===== config.mk =====
export PLATFORM = sky130hd
export DESIGN_NAME = mux16_rr_arbiter
export DESIGN_NICKNAME = d
export VERILOG_FILES = /design/src/rtl/mux16_arb_pkg.sv /design/src/rtl/mux16_rr_pick.sv /design/src/rtl/mux16_rr_arbiter.sv
export SDC_FILE = /design/constraint.sdc
export NUM_CORES = 1
export LEC_CHECK = 0
export CAP_MARGIN = 20
export CORE_ASPECT_RATIO = 0.6
export CORE_MARGIN = 1.5
export CORE_UTILIZATION = 56
export DETAILED_ROUTE_END_ITERATION = 10
export GPL_TIMING_DRIVEN = 0
export PLACE_DENSITY = 0.95
export SKIP_LAST_GASP = 1
export SYNTH_ARGS = -nofsm -noshare
export SYNTH_HDL_FRONTEND = slang
export SYNTH_SLANG_ARGS = --single-unit

===== constraint.sdc =====
create_clock -name clk -period 8 [get_ports clk]
set_input_delay 0.8 -clock clk [delete_from_list [all_inputs] [get_ports clk]]
set_output_delay 0.8 -clock clk [all_outputs]
set_load 0.01 [all_outputs]

===== src/rtl/mux16_arb_pkg.sv =====
// rtl/mux16_arb_pkg.sv - shared widths and FSM state type for the 16-way round-robin arbiter
package mux16_arb_pkg;
  localparam int NUM_REQ = 16;
  localparam int SEL_W   = 4;

  typedef enum logic {
    IDLE  = 1'b0,
    GRANT = 1'b1
  } state_t;
endpackage


===== src/rtl/mux16_rr_pick.sv =====
// rtl/mux16_rr_pick.sv - rotating-priority search: first set req bit at or above ptr, wrapping 15->0
module mux16_rr_pick
  import mux16_arb_pkg::*;
(
  input  logic [NUM_REQ-1:0] req,
  input  logic [SEL_W-1:0]   ptr,
  output logic               found,
  output logic [SEL_W-1:0]   idx
);

  // Walk offsets from farthest to nearest so the nearest set bit wins.
  always_comb begin
    found = 1'b0;
    idx   = '0;
    for (int i = NUM_REQ - 1; i >= 0; i--) begin
      if (req[SEL_W'(int'(ptr) + i)]) begin
        found = 1'b1;
        idx   = SEL_W'(int'(ptr) + i);
      end
    end
  end

endmodule


===== src/rtl/mux16_rr_arbiter.sv =====
// rtl/mux16_rr_arbiter.sv - 16:1 mux with round-robin arbitration and hold quantum
// Optional owner lock (quantum extension) built when MUX16_ARB_LOCK_EN is defined.
module mux16_rr_arbiter
  import mux16_arb_pkg::*;
#(
  parameter int HOLD_MAX = 4
) (
  input  logic               clk,
  input  logic               rst_n,
  input  logic [NUM_REQ-1:0] req,
  input  logic [NUM_REQ-1:0] din,
`ifdef MUX16_ARB_LOCK_EN
  input  logic               lock,
`endif
  output logic [NUM_REQ-1:0] gnt,
  output logic [SEL_W-1:0]   sel,
  output logic               y,
  output logic               valid
);

  localparam logic [3:0] HOLD_Q = 4'(HOLD_MAX);

  state_t           r_state;
  state_t           w_next_state;
  logic [SEL_W-1:0] r_sel;
  logic [SEL_W-1:0] r_ptr;
  logic [3:0]       r_cnt;
  logic [SEL_W-1:0] w_sel_inc;
  logic [SEL_W-1:0] w_pick_ptr;
  logic [SEL_W-1:0] w_pick_idx;
  logic             w_found;
  logic             w_expire;
  logic             w_release;

  // While granted the search only matters at release, so it starts past the owner.
  assign w_sel_inc  = r_sel + 4'd1;
  assign w_pick_ptr = (r_state == GRANT) ? w_sel_inc : r_ptr;

  mux16_rr_pick u_pick (
    .req   (req),
    .ptr   (w_pick_ptr),
    .found (w_found),
    .idx   (w_pick_idx)
  );

`ifdef MUX16_ARB_LOCK_EN
  assign w_expire = (r_cnt == HOLD_Q) && !(lock && req[r_sel]);
`else
  assign w_expire = (r_cnt == HOLD_Q);
`endif
  assign w_release = !req[r_sel] || w_expire;

  always_ff @(posedge clk) begin
    if (!rst_n) begin
      r_state <= IDLE;
      r_sel   <= '0;
      r_ptr   <= '0;
      r_cnt   <= '0;
    end else begin
      r_state <= w_next_state;
      case (r_state)
        IDLE: begin
          if (w_found) begin
            r_sel <= w_pick_idx;
            r_cnt <= 4'd1;
          end
        end
        GRANT: begin
          if (w_release) begin
            r_ptr <= w_sel_inc;
            if (w_found) begin
              r_sel <= w_pick_idx;
              r_cnt <= 4'd1;
            end else begin
              r_cnt <= '0;
            end
          end else if (r_cnt != HOLD_Q) begin
            r_cnt <= r_cnt + 4'd1;
          end
        end
        default: ;
      endcase
    end
  end

  always_comb begin
    w_next_state = r_state;
    case (r_state)
      IDLE:    if (w_found) w_next_state = GRANT;
      GRANT:   if (w_release && !w_found) w_next_state = IDLE;
      default: w_next_state = IDLE;
    endcase
  end

  always_comb begin
    valid = 1'b0;
    gnt   = '0;
    y     = 1'b0;
    if (r_state == GRANT) begin
      valid      = 1'b1;
      gnt[r_sel] = 1'b1;
      y          = din[r_sel];
    end
  end

  assign sel = r_sel;

endmodule


== After elaboration in Yosys (flattened, before gate mapping) ==
Index checks and enable logic that the tools add are counted.
W data, S select, Z words.
Storage, ports and cells
  output and inout bits: 22
  word-level logic and storage cells: 153
  input port bits: 34
  register bits: 13
Operators by class
  reduce and logical (&&, ||, !) cells: 7
  $lt $le $gt $ge: 18
  bitwise logic cells: 1
  equality and inequality tests: 5
  mux-type cells: 101
  add/subtract/negate cells: 17
Operators with widths (count)
  $lt A4 B6 Y1 const B: 16
  $mux W4: 22
  $bmux W1 S4: 18
  $mux W1: 56
  $add A4 B4 Y4 const B: 8
  $add A4 B3 Y4 const B: 4
  $mux W16: 1
  $pmux W4 S2: 2
  $add A4 B1 Y4 const B: 3
  $add A4 B2 Y4 const B: 2
  $lt A4 B5 Y1 const B: 1
  $demux W1 S4: 1
  $eq A4 B3 Y1 const B: 1
  $ge A4 B1 Y1 const B: 1
  $ne A4 B3 Y1 const B: 1
  $reduce_and A2 Y1: 2
  $ne A3 B1 Y1 const B: 1
  $logic_and A1 B1 Y1: 2
  $logic_not A1 Y1: 2
  $ne A2 B1 Y1 const B: 1
  $ne A2 B2 Y1 const B: 1
  $pmux W1 S2: 1
  $logic_or A1 B1 Y1: 1
  $not A1 Y1: 1

== Logic depth before layout (Yosys ltp) ==
  depth in word-level cells: 26
  mapped depth: 17
  depth with buffers taken out: 14

== Hierarchy ==
A second synthesis with hierarchy kept.
Second synthesis, totals
  cells, all modules: 399
  area, all modules: 3524.6 um^2
By module, submodules not included
  mux16_rr_pick: times used 1, area an instance 2328.5 um^2, seq. area each 0.0 um^2, cells an instance 259
  mux16_rr_arbiter: times used 1, area an instance 1196.1 um^2, seq. area each 260.2 um^2, cells an instance 140

== Worst setup path before layout ==
No wires, ideal clock.
  path kind: register to register
  start point: register r_sel[1] (netlist: sel[1])
  end point: register r_sel[3] (netlist: sel[3])
  data required time: 7921 ps
  path buffers: 3
  slack: 3041 ps
  data arrival time: 4880 ps
  stages on the path, launching flop included: 18
  library setup time: 79 ps
  period minus slack after synthesis: 4959 ps
  path through: dfxtp_1 -> clkbuf_1 -> inv_1 -> ha_1 -> mux2i_2 -> inv_1 -> clkbuf_1 -> clkbuf_1 -> ha_1 -> inv_1 -> mux4_2 -> mux2_2 -> mux2i_2 -> or3b_1 -> or4b_4 -> o31a_1 -> and3_1 -> a211oi_2
Between the ends
  word-level cells in the longest chain between the ends: 25
  elaborated cells on any way between the ends: 105
  classes of those cells: 16 x add/sub; 1 x eq/ne; 86 x mux; 2 x reduce/logical
Ends and longest elaborated chain
  start: declaration: line mux16_rr_arbiter.sv:25  | logic [SEL_W-1:0] r_sel;
  start signal: assignment: line mux16_rr_arbiter.sv:64  | r_sel <= w_pick_idx;
  start signal: assignment: line mux16_rr_arbiter.sv:72  | r_sel <= w_pick_idx;
  $add A4 B1 Y4 *: line mux16_rr_arbiter.sv:36  | assign w_sel_inc = r_sel + 4'd1;
  named net w_sel_inc[1]: line mux16_rr_arbiter.sv:28  | logic [SEL_W-1:0] w_sel_inc;
  $mux W4 *: line mux16_rr_arbiter.sv:37  | assign w_pick_ptr = (r_state == GRANT) ? w_sel_inc : r_ptr;
  $add A4 B4 Y4: line mux16_rr_pick.sv:16, mux16_rr_pick.sv:18
  $bmux W1 S4: line mux16_rr_pick.sv:16  | if (req[SEL_W'(int'(ptr) + i)]) begin
  $mux W1 (implied by the code) (2 in a row): line mux16_rr_pick.sv:16
  $mux W4 or $mux W1 (tied branches) (16 in a row): line mux16_rr_pick.sv:16
  $mux W4 *: line mux16_rr_arbiter.sv:63, mux16_rr_arbiter.sv:71
  $mux W4: line mux16_rr_arbiter.sv:69  | if (w_release) begin
  $pmux W4 S2 *: line mux16_rr_arbiter.sv:61  | case (r_state)
The timed path passes the listed nets; every way through them passes the cells marked *. The select of a mux whose other input is x is not followed.
A chain may end at the register's enable or synchronous reset.

== Worst setup path in the final report ==
  start point: register r_sel[1] (netlist: sel[1])
  end point: register r_sel[1] (netlist: sel[1])
The elaborated chain is that of the path after synthesis.

==> out/results.ini <==
[sta]
fin_crit_ns=6.315
final.setup.tns_ns=0
rsz0062_at_grt=false
fin_crit_sh_pct=78.93
relSlewSlack_pct=36.60
timing.fmax_mhz=158.4
finalHoldViolations=0
tightest_slew_ns=0.9442
fin_ws_ns=1.685
skew_ns=0.009564
whs_ns=0.5015
setup_viol=0
slew_viol_final=0

[outcome]
status=finished, final reports clean

[worst_hold_path]
holdCritPathClass=flop to flop
hold_start=r_cnt[2]
hold-path-cell-count=2
hold_end=r_cnt[2]

[setup_path]
worst_setup_path_end_kind=flop
r2r_end=sel[1]
start_kind=flop
r2r_slack_ns=1.69
r2r_cells=17
criticalPathCategory=flop to flop
required_ns=8.09
cp.arrival_ns=6.41
cp_max_fo=11
worstReg2RegStart=sel[1]

[die]
ios=56
placementRows=20
start_util_pct=60.05
die_w_um=99.68
die_h_um=61.01
fp.dieArea_um2=6081
core-area_um2=5230

[synthesis]
async_reset_ff_share_pct=0
syn_inst=408
yosysWarningCount=0
synth_area_leaders=mux4_2 (14%), dfxtp_1 (8.3%), mux2i_1 (7.3%)
seq_area_frac_synth_pct=8.287
ys_ff_latch=13
synthesis.area_um2=3141
synth.avg_cell_area_um2=7.697
synth_edf_count=0
synth_top_cell_by_area=mux4_2
ys.flop_type=dfxtp_1
synth_top_cells_by_count=nand2_1 (33), nor2_1 (33), nand3_1 (28)
synth_cell_types=67
synth.top_cell.area_share_pct=14.34
syn_nets=450

[power]
p_clk_share_pct=3.4
netSwitchingFraction_pct=59.32
power_frac_comb_pct=91.0
vdd_drop_max_mv=0.4630
power.leakage_nw=1.425
p_seq_share_pct=5.6
powerDensity_nw_per_um2=462.2
p_switching_mw=1.047
intPower_mw=0.7179

[place]
post-place-ws_ns=1.953
dp_hpwl_um=9333
port_buffers=55
dp_cells=529
gp_congestion=1.104
placed_area_um2=3774

[finish]
nets=510
drive_above_1_share_pct=12.42
fin_cells=533
stdcell_area_um2=3819
area_growth_pct=21.59
diodes=0

[route]
wirelength_um=11840
drtAntennaViolNets=0
dr.pass1.iters=6
vias_per_cell=7.347
drc=0
vias=3916
wl_per_cell_um=22.22
drt_iter0_markers=558

[clock_tree]
clk_latency_ns=0.25
clk_pin_slew_ns=0.05
cts_resized=0
cts_made_buffers=3
clockBufferDepth=2
ctsHtreeMaxLevel=1
cts_tree=yes
clockRootBuffer=clkbuf_8
postCtsHoldBufs=0
post_cts_buffers=0
clock_sinks=13

[global_route]
use_met1_pct=57.36
grtUsageMet2_pct=56.95
antenna_found_initial=0
top_usage_layer=met1
grt_max_degree=12
grt_pass1_wl_um=18180
gr-total-overflow=0
grt_util_met3_pct=13.59
first_global_vias=3429
grtUsageTotal_pct=39.26

[run]
cap_violations=0

==> placed cells by master, fill, tap and decap left out, drive strengths merged, types with 3 or more instances in the layout <==
master / netlist / layout
nor2: 34 / 34
a21boi: 3 / 3
o211ai: 7 / 7
dfxtp: 13 / 13
a21o: 8 / 8
a21oi: 26 / 26
mux2i: 25 / 25
and3: 10 / 10
mux2: 11 / 11
mux4: 20 / 20
a211oi: 12 / 12
nand2: 33 / 33
or3: 6 / 6
inv: 14 / 14
o21ai: 23 / 23
buf: 9 / 9
nand4: 3 / 3
clkbuf: 9 / 13
a31oi: 6 / 6
xnor2: 17 / 17
nor2b: 4 / 4
clkdlybuf4s50: 0 / 55
ha: 8 / 8
nor3: 20 / 20
nor4: 6 / 6
nand2b: 6 / 6
nand3: 28 / 28
and2: 6 / 6
==> layer usage <==
layer | up-vias | part of all wire [%]
met1 | 1800 | 40
met5 | - | 0
met2 | 362 | 39
met3 | 38 | 18
met4 | 0 | 2.4
li1 | 1716 | -
==> state kept, by name (all words and copies together), names as in the netlist <==
| name | flops |
|---|---|
| r_cnt | 4 |
| r_ptr | 4 |
| r_state | 1 |
| sel | 4 |
==> area by class of cell <==
cell class,count,area [um2]
fill,401,1411
inverter,14,55.05
clock buffer,4,45.04
buffer,18,85.08
sequential,13,260.3
tap,66,82.58
timing repair buffer,55,550.5
multi-input combinational,363,2740
==> worst max-delay path by stage <==
stage / from / endpoint / slack (ns) / cells past startpoint
after floorplan: sel[1] / sel[3] / 3.04 / 17
after global placement: sel[1] / sel[1] / 1.98 / 17
after detailed placement: sel[1] / sel[1] / 1.95 / 17
after CTS: sel[1] / sel[1] / 1.95 / 17
after global routing: sel[1] / r_cnt[3] / 1.46 / 15
final: sel[1] / sel[1] / 1.69 / 17
==> critical path, stage by stage, from the launching register on <==
cell and delay (ns):
dfxtp_1 0.43, clkbuf_1 0.49, inv_1 0.14, ha_1 0.35, mux2i_2 0.43, inv_1 0.17
clkbuf_1 0.27, clkbuf_1 0.33, ha_1 0.40, inv_1 0.28, mux4_2 0.43, mux2_2 0.36
mux2i_2 0.37, or3b_1 0.44, or4b_4 0.58, o31a_1 0.32, mux2i_1 0.22, o32ai_1 0.13
==> stage by stage <==
stage | total power, mW | util, %
6_report | 1.765 | 73.01
5_1_grt | 1.843 | 73.01
4_1_cts | 1.662 | 73.01
3_5_place_dp | 1.594 | 72.15
3_3_place_gp | 1.573 | 72.15
2_1_floorplan | 1.195 | -
==> logic make-up after synthesis <==
logic type	count (synthesis)	share of synthesized area, %
flip-flops	13	8.287
adder cells (fa/ha/maj)	8	3.187
AND/OR/NAND/NOR	167	27.21
AO/OA/AOI/OAI	115	25.38
multiplexers	56	26.49
buffers and inverters	32	4.462
XOR/XNOR	17	4.980
==> power by group through the flow <==
| stage | Sequential [mW] | Clock (mW) | Combinational, mW |
|---|---|---|---|
| final | 0.0983 | 0.0607 | 1.61 |
| after detailed placement | 0.0984 | 0 | 1.50 |
| after floorplan | 0.0959 | 0 | 1.10 |
| after global placement | 0.0976 | 0 | 1.48 |
| after CTS | 0.0972 | 0.0601 | 1.51 |
| after global routing | 0.0996 | 0.0624 | 1.68 |
(Power assumes the default switching activity.)
